### config.mk
export PLATFORM = sky130hd
export DESIGN_NAME = uart_tx
export DESIGN_NICKNAME = d
export VERILOG_FILES = /design/src/rtl/uart_defs.sv /design/src/rtl/uart_tx_fifo.sv /design/src/rtl/uart_tx.sv
export SDC_FILE = /design/constraint.sdc
export NUM_CORES = 1
export LEC_CHECK = 0
export CORE_MARGIN = 5
export CORE_UTILIZATION = 50
export DETAILED_ROUTE_END_ITERATION = 10
export PLACE_DENSITY_LB_ADDON = 0.3
export SETUP_SLACK_MARGIN = 0.05
export SLEW_MARGIN = 20
export SYNTH_ARGS = -nofsm -noshare
export SYNTH_HDL_FRONTEND = slang
export SYNTH_HIERARCHICAL = 1
export SYNTH_SLANG_ARGS = --single-unit
### constraint.sdc
create_clock -name clk -period 3.8 [get_ports clk]
set_clock_uncertainty 0.05 [all_clocks]
set_input_delay 0.95 -clock clk [delete_from_list [all_inputs] [get_ports clk]]
set_output_delay 0.95 -clock clk [all_outputs]
set_load 0.01 [all_outputs]
### src/rtl/uart_defs.sv
// Shared types and constants for the UART transmit path.
`timescale 1ns/1ps
package uart_defs;

    // Packed MSB-first, so tx_en lands on bit 0.
    typedef struct packed {
        logic loopback;
        logic two_stop;
        logic parity_odd;
        logic parity_en;
        logic rx_en;
        logic tx_en;
    } Config_t;

    typedef struct packed {
        logic half;
        logic idle;
    } TXIrqFlags_t;

    typedef enum logic [2:0] {
        TX_IDLE,
        TX_START,
        TX_DATA,
        TX_PARITY,
        TX_STOP
    } TXState_t;

    localparam int unsigned ST_BUSY      = 0;
    localparam int unsigned ST_EMPTY     = 1;
    localparam int unsigned ST_FULL      = 2;
    localparam int unsigned ST_OVERFLOW  = 3;
    localparam int unsigned ST_LEVEL_LSB = 8;

    // A zero divider would stall the baud counter; treat it as one cycle per bit.
    function automatic logic [31:0] bit_period(input logic [31:0] div);
        return (div == 32'd0) ? 32'd1 : div;
    endfunction

endpackage

### src/rtl/uart_tx_fifo.sv
// Byte FIFO between the register block and the serialiser; pointers carry a wrap bit.
`timescale 1ns/1ps
module uart_tx_fifo #(
    parameter  int unsigned DEPTH = 8,
    localparam int unsigned AW    = $clog2(DEPTH)
) (
    input  logic        clk,
    input  logic        rst_n,
    input  logic        push_i,
    input  logic [7:0]  data_i,
    input  logic        pop_i,
    output logic [7:0]  data_o,
    output logic        full_o,
    output logic        empty_o,
    output logic [AW:0] level_o
);

    logic [7:0]  mem_q [DEPTH];
    logic [AW:0] wptr_q, wptr_d;
    logic [AW:0] rptr_q, rptr_d;
    logic        do_push, do_pop;

    assign empty_o = (wptr_q == rptr_q);
    assign full_o  = (wptr_q[AW] != rptr_q[AW]) && (wptr_q[AW-1:0] == rptr_q[AW-1:0]);
    assign level_o = wptr_q - rptr_q;
    assign data_o  = mem_q[rptr_q[AW-1:0]];

    // A pop in the same cycle frees the slot, so a push into a full FIFO still lands.
    assign do_pop  = pop_i && !empty_o;
    assign do_push = push_i && (!full_o || do_pop);

    always_comb begin
        wptr_d = wptr_q + (AW+1)'(do_push);
        rptr_d = rptr_q + (AW+1)'(do_pop);
    end

    always_ff @(posedge clk or negedge rst_n) begin
        if (!rst_n) begin
            wptr_q <= '0;
            rptr_q <= '0;
        end else begin
            wptr_q <= wptr_d;
            rptr_q <= rptr_d;
        end
    end

    always_ff @(posedge clk) begin
        if (do_push) mem_q[wptr_q[AW-1:0]] <= data_i;
    end

endmodule

### src/rtl/uart_tx.sv
// UART transmit engine: FIFO-buffered bytes serialised as start/8 data/parity/stop frames.
`timescale 1ns/1ps
module uart_tx
    import uart_defs::*;
#(
    parameter int unsigned FIFO_DEPTH = 8
) (
    input  logic        clk,
    input  logic        rst_n,
    input  logic [31:0] divider_i,
    input  Config_t     config_i,
    input  logic [31:0] txirqmask_i,
    input  logic [7:0]  tx_d_i,
    input  logic        tx_d_valid_i,
    output logic        tx_o,
    output logic [31:0] tx_status_o,
    output logic        tx_irq_o
);

    localparam int unsigned AW = $clog2(FIFO_DEPTH);
    localparam logic [AW:0] HALF = (AW+1)'(FIFO_DEPTH / 2);

    logic [7:0]  fifo_data;
    logic        fifo_full, fifo_empty, pop;
    logic [AW:0] fifo_level;

    TXState_t    state_q;
    logic        tx_q;
    logic [7:0]  shift_q;
    logic [2:0]  bit_cnt_q;
    logic [31:0] baud_q, period_q;
    logic        par_en_q, par_bit_q, two_stop_q, stop2_q;

    logic        overflow_q, overflow_d;
    logic [31:0] status_q, status_d;
    logic        irq_q, irq_d;
    TXIrqFlags_t flags;
    logic        drop;

    logic unused_inputs;
    assign unused_inputs = ^{config_i.rx_en, config_i.loopback, txirqmask_i[31:2]};

    assign pop  = (state_q == TX_IDLE) && config_i.tx_en && !fifo_empty;
    assign drop = tx_d_valid_i && fifo_full && !pop;

    uart_tx_fifo #(.DEPTH(FIFO_DEPTH)) u_fifo (
        .clk     (clk),
        .rst_n   (rst_n),
        .push_i  (tx_d_valid_i),
        .data_i  (tx_d_i),
        .pop_i   (pop),
        .data_o  (fifo_data),
        .full_o  (fifo_full),
        .empty_o (fifo_empty),
        .level_o (fifo_level)
    );

    // Frame settings are captured on the pop so register writes mid-frame wait for the next one.
    always_ff @(posedge clk or negedge rst_n) begin
        if (!rst_n) begin
            state_q    <= TX_IDLE;
            tx_q       <= 1'b1;
            shift_q    <= '0;
            bit_cnt_q  <= '0;
            baud_q     <= '0;
            period_q   <= 32'd1;
            par_en_q   <= 1'b0;
            par_bit_q  <= 1'b0;
            two_stop_q <= 1'b0;
            stop2_q    <= 1'b0;
        end else begin
            unique case (state_q)
                TX_IDLE: begin
                    tx_q <= 1'b1;
                    if (pop) begin
                        shift_q    <= fifo_data;
                        period_q   <= bit_period(divider_i);
                        baud_q     <= bit_period(divider_i) - 32'd1;
                        par_en_q   <= config_i.parity_en;
                        par_bit_q  <= (^fifo_data) ^ config_i.parity_odd;
                        two_stop_q <= config_i.two_stop;
                        stop2_q    <= 1'b0;
                        tx_q       <= 1'b0;
                        state_q    <= TX_START;
                    end
                end
                TX_START: begin
                    if (baud_q == 32'd0) begin
                        baud_q    <= period_q - 32'd1;
                        bit_cnt_q <= '0;
                        tx_q      <= shift_q[0];
                        state_q   <= TX_DATA;
                    end else begin
                        baud_q <= baud_q - 32'd1;
                    end
                end
                TX_DATA: begin
                    if (baud_q == 32'd0) begin
                        baud_q <= period_q - 32'd1;
                        if (bit_cnt_q == 3'd7) begin
                            tx_q    <= par_en_q ? par_bit_q : 1'b1;
                            state_q <= par_en_q ? TX_PARITY : TX_STOP;
                        end else begin
                            bit_cnt_q <= bit_cnt_q + 3'd1;
                            shift_q   <= {1'b0, shift_q[7:1]};
                            tx_q      <= shift_q[1];
                        end
                    end else begin
                        baud_q <= baud_q - 32'd1;
                    end
                end
                TX_PARITY: begin
                    if (baud_q == 32'd0) begin
                        baud_q  <= period_q - 32'd1;
                        tx_q    <= 1'b1;
                        state_q <= TX_STOP;
                    end else begin
                        baud_q <= baud_q - 32'd1;
                    end
                end
                TX_STOP: begin
                    if (baud_q == 32'd0) begin
                        if (two_stop_q && !stop2_q) begin
                            stop2_q <= 1'b1;
                            baud_q  <= period_q - 32'd1;
                        end else begin
                            state_q <= TX_IDLE;
                        end
                    end else begin
                        baud_q <= baud_q - 32'd1;
                    end
                end
                default: state_q <= TX_IDLE;
            endcase
        end
    end

    always_comb begin
        // A drop always sets the flag; otherwise it only survives while the transmitter is enabled.
        overflow_d = drop | (overflow_q & config_i.tx_en);

        status_d                               = '0;
        status_d[ST_BUSY]                      = (state_q != TX_IDLE);
        status_d[ST_EMPTY]                     = fifo_empty;
        status_d[ST_FULL]                      = fifo_full;
        status_d[ST_OVERFLOW]                  = overflow_q;
        status_d[ST_LEVEL_LSB +: 8]            = 8'(fifo_level);

        flags.idle = fifo_empty && (state_q == TX_IDLE);
        flags.half = (fifo_level < HALF);
        irq_d      = |(flags & txirqmask_i[1:0]);
    end

    always_ff @(posedge clk or negedge rst_n) begin
        if (!rst_n) begin
            overflow_q <= 1'b0;
            status_q   <= 32'h0000_0002;
            irq_q      <= 1'b0;
        end else begin
            overflow_q <= overflow_d;
            status_q   <= status_d;
            irq_q      <= irq_d;
        end
    end

    assign tx_o        = tx_q;
    assign tx_status_o = status_q;
    assign tx_irq_o    = irq_q;

endmodule

==> PnR_summary.wiki <==
{| class="wikitable"
! Metric !! Value
|-
| Flip-flop and latch count after synthesis || 165
|-
| Endpoints failing hold || 0
|-
| Unrepaired setup endpoints after global routing || false
|-
| Synthesized area || 8440 µm²
|-
| Largest stage delay on the critical path || 510 ps
|-
| DP Area || 9250 µm²
|-
| Quantity of I/O buffers inserted on ports || 58
|-
| Cell breakdown of the critical path || nor3_4, inv_2, nand2_1, buf_12, nor3_1, buf_4, a221oi_2, nand3_2, nor4_4, or4b_1, a31oi_1
|-
| Worst Setup Slack, final || 240 ps
|-
| Pre-Repair DR Iteration Count || 6
|-
| Total wire length after detailed routing || 21000 µm
|-
| Maximum VDD drop || 0.424 mV
|-
| Count of yosys warnings during synthesis || 6
|-
| Final setup violating endpoints || 0
|-
| Pre-CTS WS || -144 ps
|-
| GRT Resource Usage Total || 21.7%
|-
| Critical path start-end classification || reg2reg
|-
| HPWL after DPL || 14600 µm
|-
| Yosys cell types || 70
|-
| Cell leakage power || 4.11 nW
|-
| Number of antenna violations at the first check in global routing || 0
|-
| Top fanout value on the critical path || 38
|-
| Sequential area share after synthesis || 52.7%
|-
| Fin area || 9910 µm²
|-
| Area share of the largest cell type after synthesis || around 29%
|-
| Number of levels the H-tree was split into || 4
|-
| Hold WS || 385 ps
|-
| Pin count of the biggest net entering global routing || 53
|-
| Skew-Pair Late Insertion Delay || 440 ps
|-
| First-pass GRT wire length || 34000 µm
|-
| Antenna diode count || 0
|-
| Pin slew with the least headroom to its limit || 978 ps
|-
| Power density over the cells || 495 nW/µm²
|-
| Biggest area contributors in the synthesized netlist || sky130_fd_sc_hd__dfrtp_1 (29%), sky130_fd_sc_hd__edfxtp_1 (23%), sky130_fd_sc_hd__nand2_1 (7.0%)
|-
| Clk buf depth || 2
|-
| Setup_tns || 0 ps
|-
| Last weighted congestion value of the routability-driven placer || 0.862
|-
| Root buffer selected by CTS || sky130_fd_sc_hd__clkbuf_16
|-
| Min cycle time layout || 3560 ps
|-
| P&R area growth vs syn || 17.3%
|-
| GRT overflow || 0
|-
| Async set-or-reset flop fraction in the synthesized netlist || 61.2%
|-
| Status || finished, final reports clean
|-
| Max-Cap Viols || 0
|-
| Mean Syn Cell Area || 10.7 µm²
|-
| Detailed Route Iter0 Violations || 555
|-
| Total of fill cells in the finished design || approximately 1300
|-
| # nets final || 950
|-
| Leading area contributor after synthesis || sky130_fd_sc_hd__dfrtp_1
|-
| Die Width || 140 µm
|-
| FMAX || 281 MHz
|-
| Commonest cells after routing, fill and taps aside || sky130_fd_sc_hd__nand2_1 (158), sky130_fd_sc_hd__dfrtp_1 (98), sky130_fd_sc_hd__edfxtp_1 (64), sky130_fd_sc_hd__clkdlybuf4s50_1 (57), sky130_fd_sc_hd__nor2_1 (53)
|-
| Worst-path clk slew || 80 ps
|-
| I/O Pins || 115
|-
| Total number of vias || between 6000 and 7000
|-
| Via/cell ratio || 5.92
|-
| Max-slew headroom || 34.6%
|-
| CP required || 4100 ps
|-
| Startpoint kind of the worst setup timing path || register
|-
| Row count || 47
|-
| Fraction of layout cells with a size suffix above 1 || 13.5%
|-
| Worst hold-check path type || reg2reg
|-
| Antenna viol nets, final || 0
|-
| Cts-stage hold buffer count || 0
|-
| Commonest non-fill, non-tap cell in the layout || sky130_fd_sc_hd__nand2_1
|-
| Full die area || 19600 µm²
|-
| Top flip-flop cell by instance count after synthesis || sky130_fd_sc_hd__dfrtp_1
|-
| Number of clock buffers inserted by TritonCTS || 17
|-
| Effective utilization at floorplan || around 50%
|-
| Final Max Slew Viols || 0
|-
| Standard cell with the maximum stage delay on the critical path || sky130_fd_sc_hd__dfrtp_1
|-
| DRC violation count after routing || 0
|-
| Y dimension of the die || between 100 and 150 µm
|-
| Number of synthesized flops with an enable pin || 64
|-
| Core region area || 16600 µm²
|-
| Count of clock tree sinks || 165
|-
| WP data arrival || 3860 ps
|-
| CTS tree || yes
|-
| Critical Path End Type || register
|-
| Portion of the clock cycle consumed by the worst path in the final layout || 93.7%
|-
| Synthesized instance count || between 700 and 800
|-
| Via count of the first global-routing pass || about 6400
|-
| Wire length per cell || 19.2 µm
|}
cells in the mapped netlist (all sizes together), types with 3 or more instances:
cell type / number
a21oi: 26
and3: 5
a221oi: 4
and4: 6
dfrtp: 98
o21ai: 29
a31oi: 22
nand4: 21
nand2b: 6
edfxtp: 64
a31o: 13
o31ai: 6
nor4: 26
inv: 18
buf: 45
nand2: 158
nor2: 53
a211oi: 3
clkbuf: 23
a211o: 3
o21bai: 14
mux2i: 11
nand3: 15
a21o: 5
xnor2: 16
xor2: 8
mux4: 16
dfstp: 3
nor3: 11
ha: 10
a311oi: 16
and2: 6
cell families (layout without fill, tap and decap cells):
kind of cell / Yosys count / after routing / synth area share [%]
DFF: 165 / 165 / 52.7
other: 1 / 24 / 0.0444
xor gates and xnor gates: 24 / 24 / 2.58
adders and majority gates: 11 / 11 / 1.72
AOI/OAI and AO/OA: 155 / 155 / 13.0
buffers and inverters: 87 / 147 / 5.91
and+or+nand+nor: 317 / 317 / 18.0
muxes: 28 / 28 / 5.97
worst max-delay path: cells and delay by family (launching register included):
family / cells / cell delay, ps
AOI/OAI and AO/OA: 2 / 650
buffers and inverters: 3 / 500
DFF: 1 / 510
and+or+nand+nor: 6 / 1760
worst paths after layout:
path,start,to,slack [ps],cells after the start
min reg2reg,overflow_q,tx_status_o[3],390,0
min in group asynchronous,rst_n,par_en_q,500,1
max reg2reg,state_q[1],baud_q[28],240,11
max,state_q[1],baud_q[28],240,11
max in group asynchronous,rst_n,period_q[5],2290,2
min,overflow_q,tx_status_o[3],390,0
per-layer routing:
layer  track usage, %  wire length, µm  vias up
li1                 -                -     2988
met1             31.2             9360     3184
met2             33.7             9770      256
met3             4.67             1460       32
met4             6.48              374        0
met5                0                0        -
through the flow:
stage          instances  power (W)  utilization, %
2_1_floorplan        811    0.00277               -
3_3_place_gp        1058    0.00310            55.8
3_5_place_dp        1058    0.00313            55.8
4_1_cts             1090    0.00492            59.6
5_1_grt             1091    0.00513            59.7
6_report            1091    0.00490            59.7
flip-flops by register name, indices dropped and copies added, names as in the netlist, 3 cells and up:
name and flops:
baud_q 32, bit_cnt_q 3, period_q 32, shift_q 8
state_q 3, tx_status_o 8, u_fifo/mem_q 64, u_fifo/rptr_q 4
u_fifo/wptr_q 4
power breakdown:
group / switching, W / internal [W]
registers: 0.000139 / 0.00209
logic: 0.000493 / 0.000403
clock network: 0.000871 / 0.000909
total: 0.00150 / 0.00340
repair_timing:
item / CTS / global route
gates resized for setup: 0 / 2
hold endpoints to repair: 0 / 0
setup buffers: 0 / 1
endpoints found under the setup margin: 0 / 10
cell type report:
class | count | area, µm² | share of cell area, %
timing repair buffer | 96 | 876 | 8.84
clock inverter | 15 | 214 | 2.16
clock buffer | 17 | 425 | 4.29
inverter | 19 | 71.3 | 0.720
sequential | 165 | 4450 | 44.9
multi-input combinational | 559 | 3590 | 36.3
tap | 220 | 275 | 2.78
No activity file was read; power rests on OpenSTA's default activity.
